## config.mk

```make
export PLATFORM = sky130hd
export DESIGN_NAME = mem_access_stage
export DESIGN_NICKNAME = d
export VERILOG_FILES = /design/src/rtl/mem_access_stage_pkg.sv /design/src/rtl/mem_wb_latch.sv /design/src/rtl/mem_access_stage.sv
export SDC_FILE = /design/constraint.sdc
export NUM_CORES = 1
export LEC_CHECK = 0
export ABC_AREA = 1
export CORE_MARGIN = 3
export CORE_UTILIZATION = 39
export CTS_CLUSTER_DIAMETER = 200
export DETAILED_ROUTE_END_ITERATION = 10
export GPL_ROUTABILITY_DRIVEN = 0
export GPL_TIMING_DRIVEN = 0
export PLACE_DENSITY_LB_ADDON = 0.3
export SLEW_MARGIN = 20
export SYNTH_ARGS = -nofsm -noshare
export SYNTH_HDL_FRONTEND = slang
export SYNTH_SLANG_ARGS = --single-unit
```

## constraint.sdc

```tcl
create_clock -name clk -period 2.8 [get_ports clk]
set_input_delay 0.42 -clock clk [delete_from_list [all_inputs] [get_ports clk]]
set_output_delay 0.42 -clock clk [all_outputs]
set_load 0.05 [all_outputs]
```

## src/rtl/mem_access_stage_pkg.sv

```systemverilog
// Shared constants for the memory-access stage: writeback select codes and FSM states.
package mem_access_stage_pkg;

  localparam logic [1:0] WB_SEL_ALU  = 2'd0;
  localparam logic [1:0] WB_SEL_MEM  = 2'd1;
  localparam logic [1:0] WB_SEL_PC   = 2'd2;
  localparam logic [1:0] WB_SEL_COND = 2'd3;

  typedef enum logic {
    ST_IDLE = 1'b0,
    ST_WAIT = 1'b1
  } memState_t;

endpackage

```

## src/rtl/mem_wb_latch.sv

```systemverilog
// MEM/WB pipeline latch: registers the writeback value, destination and write strobe.
module mem_wb_latch #(
  parameter int                        DATA_BIT_WIDTH = 32,
  parameter logic [DATA_BIT_WIDTH-1:0] RESET_VALUE    = '0
) (
  input  logic                      clk,
  input  logic                      reset,
  input  logic [DATA_BIT_WIDTH-1:0] dataIn,
  input  logic [3:0]                regNoIn,
  input  logic                      wrRegIn,
  output logic [DATA_BIT_WIDTH-1:0] wbData,
  output logic [3:0]                wbRegNo,
  output logic                      wbWrReg
);

  // Stage boundary MEM -> WB: every field returns to RESET_VALUE on reset.
  always_ff @(posedge clk) begin
    if (reset) begin
      wbData  <= RESET_VALUE;
      wbRegNo <= RESET_VALUE[3:0];
      wbWrReg <= RESET_VALUE[0];
    end else begin
      wbData  <= dataIn;
      wbRegNo <= regNoIn;
      wbWrReg <= wrRegIn;
    end
  end

endmodule

```

## src/rtl/mem_access_stage.sv

```systemverilog
// Memory-access stage: issues data-memory requests over req/ack, stalls upstream while
// the memory is busy, aborts after a bounded wait and feeds the MEM/WB latch.
module mem_access_stage
  import mem_access_stage_pkg::*;
#(
  parameter int                        DATA_BIT_WIDTH = 32,
  parameter logic [DATA_BIT_WIDTH-1:0] RESET_VALUE    = '0,
  parameter int                        MEM_TIMEOUT    = 15
) (
  input  logic                      clk,
  input  logic                      reset,
  input  logic [DATA_BIT_WIDTH-1:0] pcIncrementedIn,
  input  logic [DATA_BIT_WIDTH-1:0] aluResultIn,
  input  logic [DATA_BIT_WIDTH-1:0] condRegResultIn,
  input  logic [DATA_BIT_WIDTH-1:0] regData2In,
  input  logic [3:0]                regWriteNoIn,
  input  logic                      wrMemIn,
  input  logic                      wrRegIn,
  input  logic [1:0]                dstRegMuxSelIn,
  output logic                      memReq,
  output logic                      memWe,
  output logic [DATA_BIT_WIDTH-1:0] memAddr,
  output logic [DATA_BIT_WIDTH-1:0] memWdata,
  input  logic [DATA_BIT_WIDTH-1:0] memRdata,
  input  logic                      memAck,
  output logic                      stall,
  output logic                      memErr,
  output logic [DATA_BIT_WIDTH-1:0] wbData,
  output logic [3:0]                wbRegNo,
  output logic                      wbWrReg
);

  localparam logic [3:0] TIMEOUT_CNT = 4'(MEM_TIMEOUT);

  // Writeback mux; a store routed through the MEM code falls back to the ALU value.
  function automatic logic [DATA_BIT_WIDTH-1:0] selectWb(
    input logic [1:0]                sel,
    input logic [DATA_BIT_WIDTH-1:0] alu,
    input logic [DATA_BIT_WIDTH-1:0] memVal,
    input logic [DATA_BIT_WIDTH-1:0] pc,
    input logic [DATA_BIT_WIDTH-1:0] cond
  );
    case (sel)
      WB_SEL_MEM: selectWb = memVal;
      WB_SEL_PC:  selectWb = pc;
      WB_SEL_COND: selectWb = cond;
      default:    selectWb = alu;
    endcase
  endfunction

  memState_t state, nextState;
  logic [3:0] waitCnt;
  logic       memOp, isLoad, timeoutHit, issueWait;

  // Request captured when memory does not answer in the issue cycle.
  logic [DATA_BIT_WIDTH-1:0] capAddr_p1, capWdata_p1;
  logic                      capWe_p1, capWrReg_p1, capIsLoad_p1;
  logic [3:0]                capRegNo_p1;

  logic [DATA_BIT_WIDTH-1:0] latchData, memValue;
  logic [3:0]                latchRegNo;
  logic                      latchWrReg;

  assign memOp      = wrMemIn | (dstRegMuxSelIn == WB_SEL_MEM);
  assign isLoad     = (dstRegMuxSelIn == WB_SEL_MEM) & ~wrMemIn;
  assign memValue   = isLoad ? memRdata : aluResultIn;
  assign issueWait  = (state == ST_IDLE) & memOp & ~memAck;
  assign timeoutHit = (state == ST_WAIT) & ~memAck & (waitCnt == TIMEOUT_CNT);

  // FSM state register.
  always_ff @(posedge clk) begin
    if (reset) state <= ST_IDLE;
    else       state <= nextState;
  end

  // Next-state: enter WAIT on an unanswered issue, leave on ack or timeout.
  always_comb begin
    nextState = state;
    case (state)
      ST_IDLE: if (memOp && !memAck) nextState = ST_WAIT;
      ST_WAIT: if (memAck || timeoutHit) nextState = ST_IDLE;
      default: nextState = ST_IDLE;
    endcase
  end

  // Outputs: memory port, stall and the value presented to the MEM/WB latch.
  always_comb begin
    memReq     = 1'b0;
    memWe      = wrMemIn;
    memAddr    = aluResultIn;
    memWdata   = regData2In;
    stall      = 1'b0;
    latchData  = selectWb(dstRegMuxSelIn, aluResultIn, memValue, pcIncrementedIn, condRegResultIn);
    latchRegNo = regWriteNoIn;
    latchWrReg = wrRegIn & ~wrMemIn;
    case (state)
      ST_IDLE: begin
        if (memOp) begin
          memReq = 1'b1;
          if (!memAck) begin
            stall      = 1'b1;
            latchWrReg = 1'b0;
          end
        end
      end
      ST_WAIT: begin
        memReq     = 1'b1;
        memWe      = capWe_p1;
        memAddr    = capAddr_p1;
        memWdata   = capWdata_p1;
        latchRegNo = capRegNo_p1;
        latchData  = capIsLoad_p1 ? memRdata : capAddr_p1;
        latchWrReg = capWrReg_p1;
        if (!memAck) begin
          latchWrReg = 1'b0;
          if (timeoutHit) latchData = '0;
          else            stall     = 1'b1;
        end
      end
      default: ;
    endcase
  end

  // Wait counter and sticky timeout flag.
  always_ff @(posedge clk) begin
    if (reset) begin
      waitCnt <= 4'd0;
      memErr  <= 1'b0;
    end else begin
      if (issueWait)
        waitCnt <= 4'd1;
      else if (state == ST_WAIT && !memAck && !timeoutHit)
        waitCnt <= waitCnt + 4'd1;
      else
        waitCnt <= 4'd0;
      if (timeoutHit) memErr <= 1'b1;
    end
  end

  // Stage boundary issue -> WAIT: hold the request so memory sees stable values.
  always_ff @(posedge clk) begin
    if (issueWait) begin
      capAddr_p1   <= aluResultIn;
      capWdata_p1  <= regData2In;
      capWe_p1     <= wrMemIn;
      capRegNo_p1  <= regWriteNoIn;
      capWrReg_p1  <= wrRegIn & ~wrMemIn;
      capIsLoad_p1 <= isLoad;
    end
  end

  mem_wb_latch #(
    .DATA_BIT_WIDTH(DATA_BIT_WIDTH),
    .RESET_VALUE   (RESET_VALUE)
  ) u_memWbLatch (
    .clk    (clk),
    .reset  (reset),
    .dataIn (latchData),
    .regNoIn(latchRegNo),
    .wrRegIn(latchWrReg),
    .wbData (wbData),
    .wbRegNo(wbRegNo),
    .wbWrReg(wbWrReg)
  );

endmodule

```

# Yosys cells after proc, flatten, opt, wreduce, memory -nomap -nowiden
# Index checks and enable logic that the tools add are counted.
[classes]
add_sub_neg = 1
eq_ne = 4
muxes = 26
bitwise_logic = 11
reduce_logical = 7
[ops]
columns = ["operator", "n"]
rows = [
  ["$mux 32", 7],
  ["$pmux 32 s3", 1],
  ["$mux 1", 13],
  ["$pmux 1 s2", 4],
  ["$and 1x1->1", 6],
  ["$add 4x1->4 const B", 1],
  ["$eq 2x2->1 const B", 2],
  ["$eq 4x4->1 const B", 1],
  ["$mux 4", 1],
  ["$not 1->1", 4],
  ["$logic_and 1x1->1", 3],
  ["$reduce_or 3->1", 1],
  ["$eq 2x1->1 const B", 1],
  ["$logic_not 1->1", 2],
  ["$logic_or 1x1->1", 1],
  ["$or 1x1->1", 1],
]
[totals]
reg_bits = 114
in_bits = 171
out_inout_bits = 105
wordCells = 62

# Logic depth before layout (Yosys ltp)
[logic_depth]
word_depth = 7
mapped_depth = 9
mapped_depth_nobuf = 7

# By module
# A second synthesis with hierarchy kept.
[hier_totals]
cells_unflattened = 956
hier_area_um2 = 6616.3
[modules_own_cells]
columns = ["mod", "n_inst", "cells_each", "area_per_inst_um2", "seq_area_each_um2"]
rows = [
  ["mem_access_stage", 1, 841, 5547.8, 2252.2],
  ["mem_wb_latch", 1, 115, 1068.5, 740.7],
]

# Least setup slack after synthesis
# Ideal clock, no wire load.
[synth_timing]
kind = "input -> register"
startpoint = "in dstRegMuxSelIn[1]"
endpoint = "reg capAddr_p1[0], enable pin"
setup_ns = 0.425
arrival_ns = 2.294
required_time_ns = 2.375
setup_slack_ns = 0.081
stages = 6
path_buffers = 1
cell_sequence = "buf_4 > inv_4 > nand2_2 > nand2_1 > nand3_1 > inv_1"
[synth_via]
elab_chain_len = 4
[synth_rtl]
columns = ["element", "line", "source"]
rows = [
  ["from (decl)", "mem_access_stage.sv:19", "input logic [1:0] dstRegMuxSelIn,"],
  ["$eq 2x1->1", "mem_access_stage.sv:64", "assign memOp = wrMemIn | (dstRegMuxSelIn == WB_SEL_MEM);"],
  ["$or 1x1->1", "mem_access_stage.sv:64", ""],
  ["$and 1x1->1 (2 in a row)", "mem_access_stage.sv:67", "assign issueWait = (state == ST_IDLE) & memOp & ~memAck;"],
  ["named net issueWait", "mem_access_stage.sv:53", "logic memOp, isLoad, timeoutHit, issueWait;"],
  ["to (signal assigned)", "mem_access_stage.sv:143", "capAddr_p1 <= aluResultIn;"],
  ["to (decl)", "mem_access_stage.sv:56", "logic [DATA_BIT_WIDTH-1:0] capAddr_p1, capWdata_p1;"],
]
# The timed path passes the listed nets, and every way through them passes these cells.
# A chain may end at the register's enable or synchronous reset.

# Final worst setup path
[layout_timing]
startpoint = "in wrMemIn"
endpoint = "out stall"
[layout_via]
elab_chain_len = 3
[layout_rtl]
columns = ["element", "line", "source"]
rows = [
  ["from (decl)", "mem_access_stage.sv:17", "input logic wrMemIn,"],
  ["$or 1x1->1", "mem_access_stage.sv:64", ""],
  ["$mux 1", "mem_access_stage.sv:98", "if (memOp) begin"],
  ["$pmux 1 s2", "mem_access_stage.sv:96", "case (state)"],
  ["to (decl)", "mem_access_stage.sv:26", "output logic stall,"],
]
# No other way between the ends.

==> results <==
- The maximum number of pins on one net before global-route repair is 54.
- For this run, design rule violations remaining after detail routing come to 0.
- Internal power comes to 4.020 mW.
- The share of the Yosys chip area taken by registers is 0.4564.
- The width of the die is 135.7 um.
- Counting flops with a built-in enable in the synthesized netlist gives 71.
- The power per cell area is 579.2 mW/mm^2.
- Setup violations remaining at the end of the flow were counted as 0.
- The startpoint identified for the worst hold timing path is reset.
- The count of buffers added on input and output ports is 272.
- The cell type contributing the most total cell area after synthesis is sky130_fd_sc_hd__edfxtp_1.
- Clock tree synthesis selected as its root buffer the cell sky130_fd_sc_hd__clkbuf_16.
- Summing internal, switching and leakage power gives 5.850 mW.
- The total iterations of the first detailed-routing run is 5.
- From synthesis to final layout, the design area changed by 54.02%.
- The flow ran to the end, and the final reports show no timing, DRC or antenna violations.
- At the worst endpoint, the arrival time is 2.28 ns.
- The clock sink count is 114.
- For the finished layout, the period the worst path requires is 2.704 ns.
- Between clock sinks in the finished design, the worst skew comes to 0.01479 ns.
- The switching power total is 1.830 mW.
- The total number of vias is 7187.
- In this run the core area contains 46 standard-cell rows.
- The type of the most critical hold path is in -> reg.
- The combined global-route utilization of all metal layers is 0.2567.
- The number of global-route vias before repair is 6741.
- In the post-synthesis netlist, the biggest area contributors are sky130_fd_sc_hd__edfxtp_1, sky130_fd_sc_hd__nand2_1, sky130_fd_sc_hd__dfxtp_1, sky130_fd_sc_hd__inv_1, sky130_fd_sc_hd__o21ai_0.
- At the later pin of the worst-skew pair, clock insertion delay measures 0.42 ns.
- The area fraction of the dominant cell type after synthesis is 0.3251.
- After synthesis the netlist holds a flip-flop and latch count of 114.
- The worst-path maximum fanout is 8.
- The final-report max-slew violation count is 0.
- The TritonCTS buffer count is 17.
- The number of non-filler instances in the completed layout is 1486.
- The combined area of all synthesized cells is 0.006558 mm^2.
- The estimated wirelength of the detail-placed design is 17640 um.
- In the post-synthesis netlist, the cell with the most instances is sky130_fd_sc_hd__nand2_1.
- The total die area is 0.01841 mm^2.
- In this run the static leakage power is 4.816 nW.
- The share of the cycle needed by the critical path after routing is 0.9656.
- Buffers inserted to repair hold after CTS numbered 0.
- After clock tree synthesis, the clock-pin slew on the worst setup and hold paths is 0.06 ns.
- Setup repair after global routing left no endpoint under its margin.
- 276 I/O pins were placed.
- Tracing the worst setup path back leads to its startpoint at wrMemIn.
- The maximum vdd drop is 388.9 uV.
- The number of diodes added for antenna fixing is 0.
- After synthesis, the mean cell area works out to 6.788 um^2.
- The share of total power dissipated in sequential elements is 0.332.
- The net count after synthesis is 1138.
- The final hold violation count is 0.
- The total core area is 0.01617 mm^2.
- The slew at the pin with the worst max-slew slack is 0.6469 ns.
- The number of antenna violations at the first check in global routing was 1.
- In this run the tightest slew margin relative to its limit is 0.5687.
- Of the total power, the clock network draws 0.397.
- In this run the remaining antenna-violating nets after routing total 0.
- The final worst hold slack is 0.4397 ns.
- The maximum level of the CTS H-tree is 4.
- The max-capacitance violation count is 0.
- The worst endpoint required time is 2.38 ns.
- The endpoint class of the critical path is an output port.
- In the synthesized netlist the dominant register cell turns out to be sky130_fd_sc_hd__edfxtp_1.
- The number of buffers added for setup after CTS is 0.
- In the final layout, the share of cells above drive strength 1 is 0.07087.
- The TritonCTS clock tree is built.
- Setup total negative slack on the finished layout was measured at 0 ns.
- The average wire length per cell after detail routing is 16.21 um.
- The floorplan step set the die height to 135.7 um.
- The number of nets in the layout is 1430.
- After technology mapping, the gate count stands at 966.
- For this configuration, the core starts out at a cell density of 0.4055.
- The top achievable clock speed is 369.9 MHz.
- Of the total power, the share spent switching nets is 0.3128.
- The post-placement worst setup slack is -0.2327 ns.
- Counting instances in the post-synthesis netlist gives the leading cell types as sky130_fd_sc_hd__nand2_1, sky130_fd_sc_hd__inv_1, sky130_fd_sc_hd__edfxtp_1, sky130_fd_sc_hd__o21ai_0, sky130_fd_sc_hd__a21oi_1.
- The startpoint of the worst-slack reg-to-reg timing path is state.
- Counting flops with an async set or reset pin after synthesis yields a share of 0.
- The detailed router finished its first iteration with 494 violations.
- The maximum root-to-sink buffer count is 2.
- The count of placed standard cells including taps is 1455.
- The total global routing overflow is 0.
- The part of the total power dissipated in combinational logic is 0.271.
- The Yosys warning count is 0.
- Dividing the detail-routed via count by the number of cells gives 4.836.
- The unique cell type count in the Yosys netlist is 22.
- The setup slack of the critical path after layout is 0.09622 ns.
- The number of inserted filler cells in the final layout is 1469.
- The critical path is of the in -> out type.
- After detailed routing, the total wire length is 24090 um.
- STA classifies the critical path startpoint as an input pin.
- The first-pass GRT wire length is 36260 um.
==> cells by family after synthesis <==
logic type / share of synthesized area
AND/OR/NAND/NOR: 0.3226
buffers and inverters: 0.1110
AO/OA/AOI/OAI: 0.1053
flip-flops: 0.4564
XOR/XNOR: 0.002672
adder cells (fa/ha/maj): 0.001908
==> metal layers <==
| layer | part of all wire | track usage | routed length [um] | vias to the layer above |
|---|---|---|---|---|
| li1 | - | - | - | 3597 |
| met1 | 0.40 | 0.3161 | 9581 | 3181 |
| met2 | 0.47 | 0.4253 | 11360 | 352 |
| met3 | 0.098 | 0.06761 | 2361 | 55 |
| met4 | 0.032 | 0.1103 | 773 | 2 |
| met5 | 0.00046 | 0 | 11 | - |
==> per-stage QoR <==
| stage | instance area (um^2) | utilization |
|---|---|---|
| global route | 10100 | 0.6245 |
| CTS | 10120 | 0.6256 |
| detailed placement | 9580 | 0.5924 |
| finish | 10100 | 0.6245 |
| global placement | 9550 | 0.5905 |
| floorplan | 6558 | - |
==> worst paths after layout <==
path / end / slack (ns) / cells past startpoint
worst max register to register: capAddr_p1[30] / 1.12 / 5
worst max-delay path: stall / 0.1 / 7
worst min-delay path: u_memWbLatch.wbData[31] / 0.44 / 2
worst min register to register: memErr / 0.46 / 2
==> layout by cell type, fill, tap and decap left out <==
| master | count |
|---|---|
| sky130_fd_sc_hd__inv_6 | 1 |
| sky130_fd_sc_hd__clkbuf_16 | 17 |
| sky130_fd_sc_hd__buf_4 | 5 |
| sky130_fd_sc_hd__buf_2 | 35 |
| sky130_fd_sc_hd__buf_1 | 2 |
| sky130_fd_sc_hd__buf_16 | 1 |
| sky130_fd_sc_hd__clkinvlp_4 | 1 |
| sky130_fd_sc_hd__nand3_2 | 1 |
| sky130_fd_sc_hd__bufinv_16 | 5 |
| sky130_fd_sc_hd__inv_1 | 103 |
| sky130_fd_sc_hd__clkbuf_2 | 6 |
| sky130_fd_sc_hd__nand2_8 | 1 |
| sky130_fd_sc_hd__xor2_1 | 1 |
| sky130_fd_sc_hd__clkinv_2 | 2 |
| sky130_fd_sc_hd__nor2_1 | 49 |
| sky130_fd_sc_hd__buf_6 | 4 |
| sky130_fd_sc_hd__inv_2 | 4 |
| sky130_fd_sc_hd__nor2_2 | 2 |
| sky130_fd_sc_hd__clkdlybuf4s50_1 | 205 |
| sky130_fd_sc_hd__inv_4 | 3 |
| sky130_fd_sc_hd__clkbuf_1 | 13 |
| sky130_fd_sc_hd__edfxtp_1 | 71 |
| sky130_fd_sc_hd__nand2_2 | 2 |
| sky130_fd_sc_hd__o21ai_0 | 70 |
| sky130_fd_sc_hd__a21oi_1 | 68 |
| sky130_fd_sc_hd__dfxtp_1 | 43 |
| sky130_fd_sc_hd__nand3_1 | 36 |
| sky130_fd_sc_hd__xnor2_1 | 1 |
| sky130_fd_sc_hd__ha_1 | 1 |
| sky130_fd_sc_hd__dlygate4sd2_1 | 62 |
| sky130_fd_sc_hd__clkinv_1 | 3 |
| sky130_fd_sc_hd__nand2_1 | 452 |
==> registers in the layout, indices dropped and copies added (netlist names) <==
| name | flops |
|---|---|
| capRegNo_p1 | 4 |
| capIsLoad_p1 | 1 |
| capWrReg_p1 | 1 |
| capWe_p1 | 1 |
| waitCnt | 4 |
| u_memWbLatch.wbRegNo | 4 |
| capWdata_p1 | 32 |
| u_memWbLatch.wbWrReg | 1 |
| state | 1 |
| capAddr_p1 | 32 |
| u_memWbLatch.wbData | 32 |
| memErr | 1 |
==> power groups by stage <==
stage / registers [mW] / logic, mW / clock network [mW]
2_1_floorplan: 2.14 / 0.774 / 0
3_3_place_gp: 1.98 / 1.63 / 0
3_5_place_dp: 1.97 / 1.65 / 0
4_1_cts: 1.94 / 1.59 / 2.34
5_1_grt: 1.95 / 1.70 / 2.41
6_report: 1.94 / 1.58 / 2.32
==> cell type report <==
cell class | count | area (um^2) | area share
buffer | 58 | 311.5 | 0.03085
multi-input combinational | 684 | 2836 | 0.2808
tap | 216 | 270.3 | 0.02676
clock inverter | 12 | 187.7 | 0.01858
timing repair buffer | 273 | 2648 | 0.2621
sequential | 114 | 2993 | 0.2963
inverter | 110 | 420.4 | 0.04163
clock buffer | 19 | 432.9 | 0.04286
==> repair_timing <==
item                                   CTS  global route
setup endpoints to repair               67            16
endpoints found under the hold margin    0             0
resized for setup                       67            18
pin swaps                                0             0
==> critical path, stage by stage <==
cell,delay (ns)
sky130_fd_sc_hd__clkdlybuf4s50_1,0.47
sky130_fd_sc_hd__buf_2,0.23
sky130_fd_sc_hd__inv_2,0.14
sky130_fd_sc_hd__nand2_1,0.14
sky130_fd_sc_hd__nand3_1,0.18
sky130_fd_sc_hd__nand2_1,0.13
sky130_fd_sc_hd__dlygate4sd2_1,0.56
Note: power is estimated with default switching activity, not from simulation.
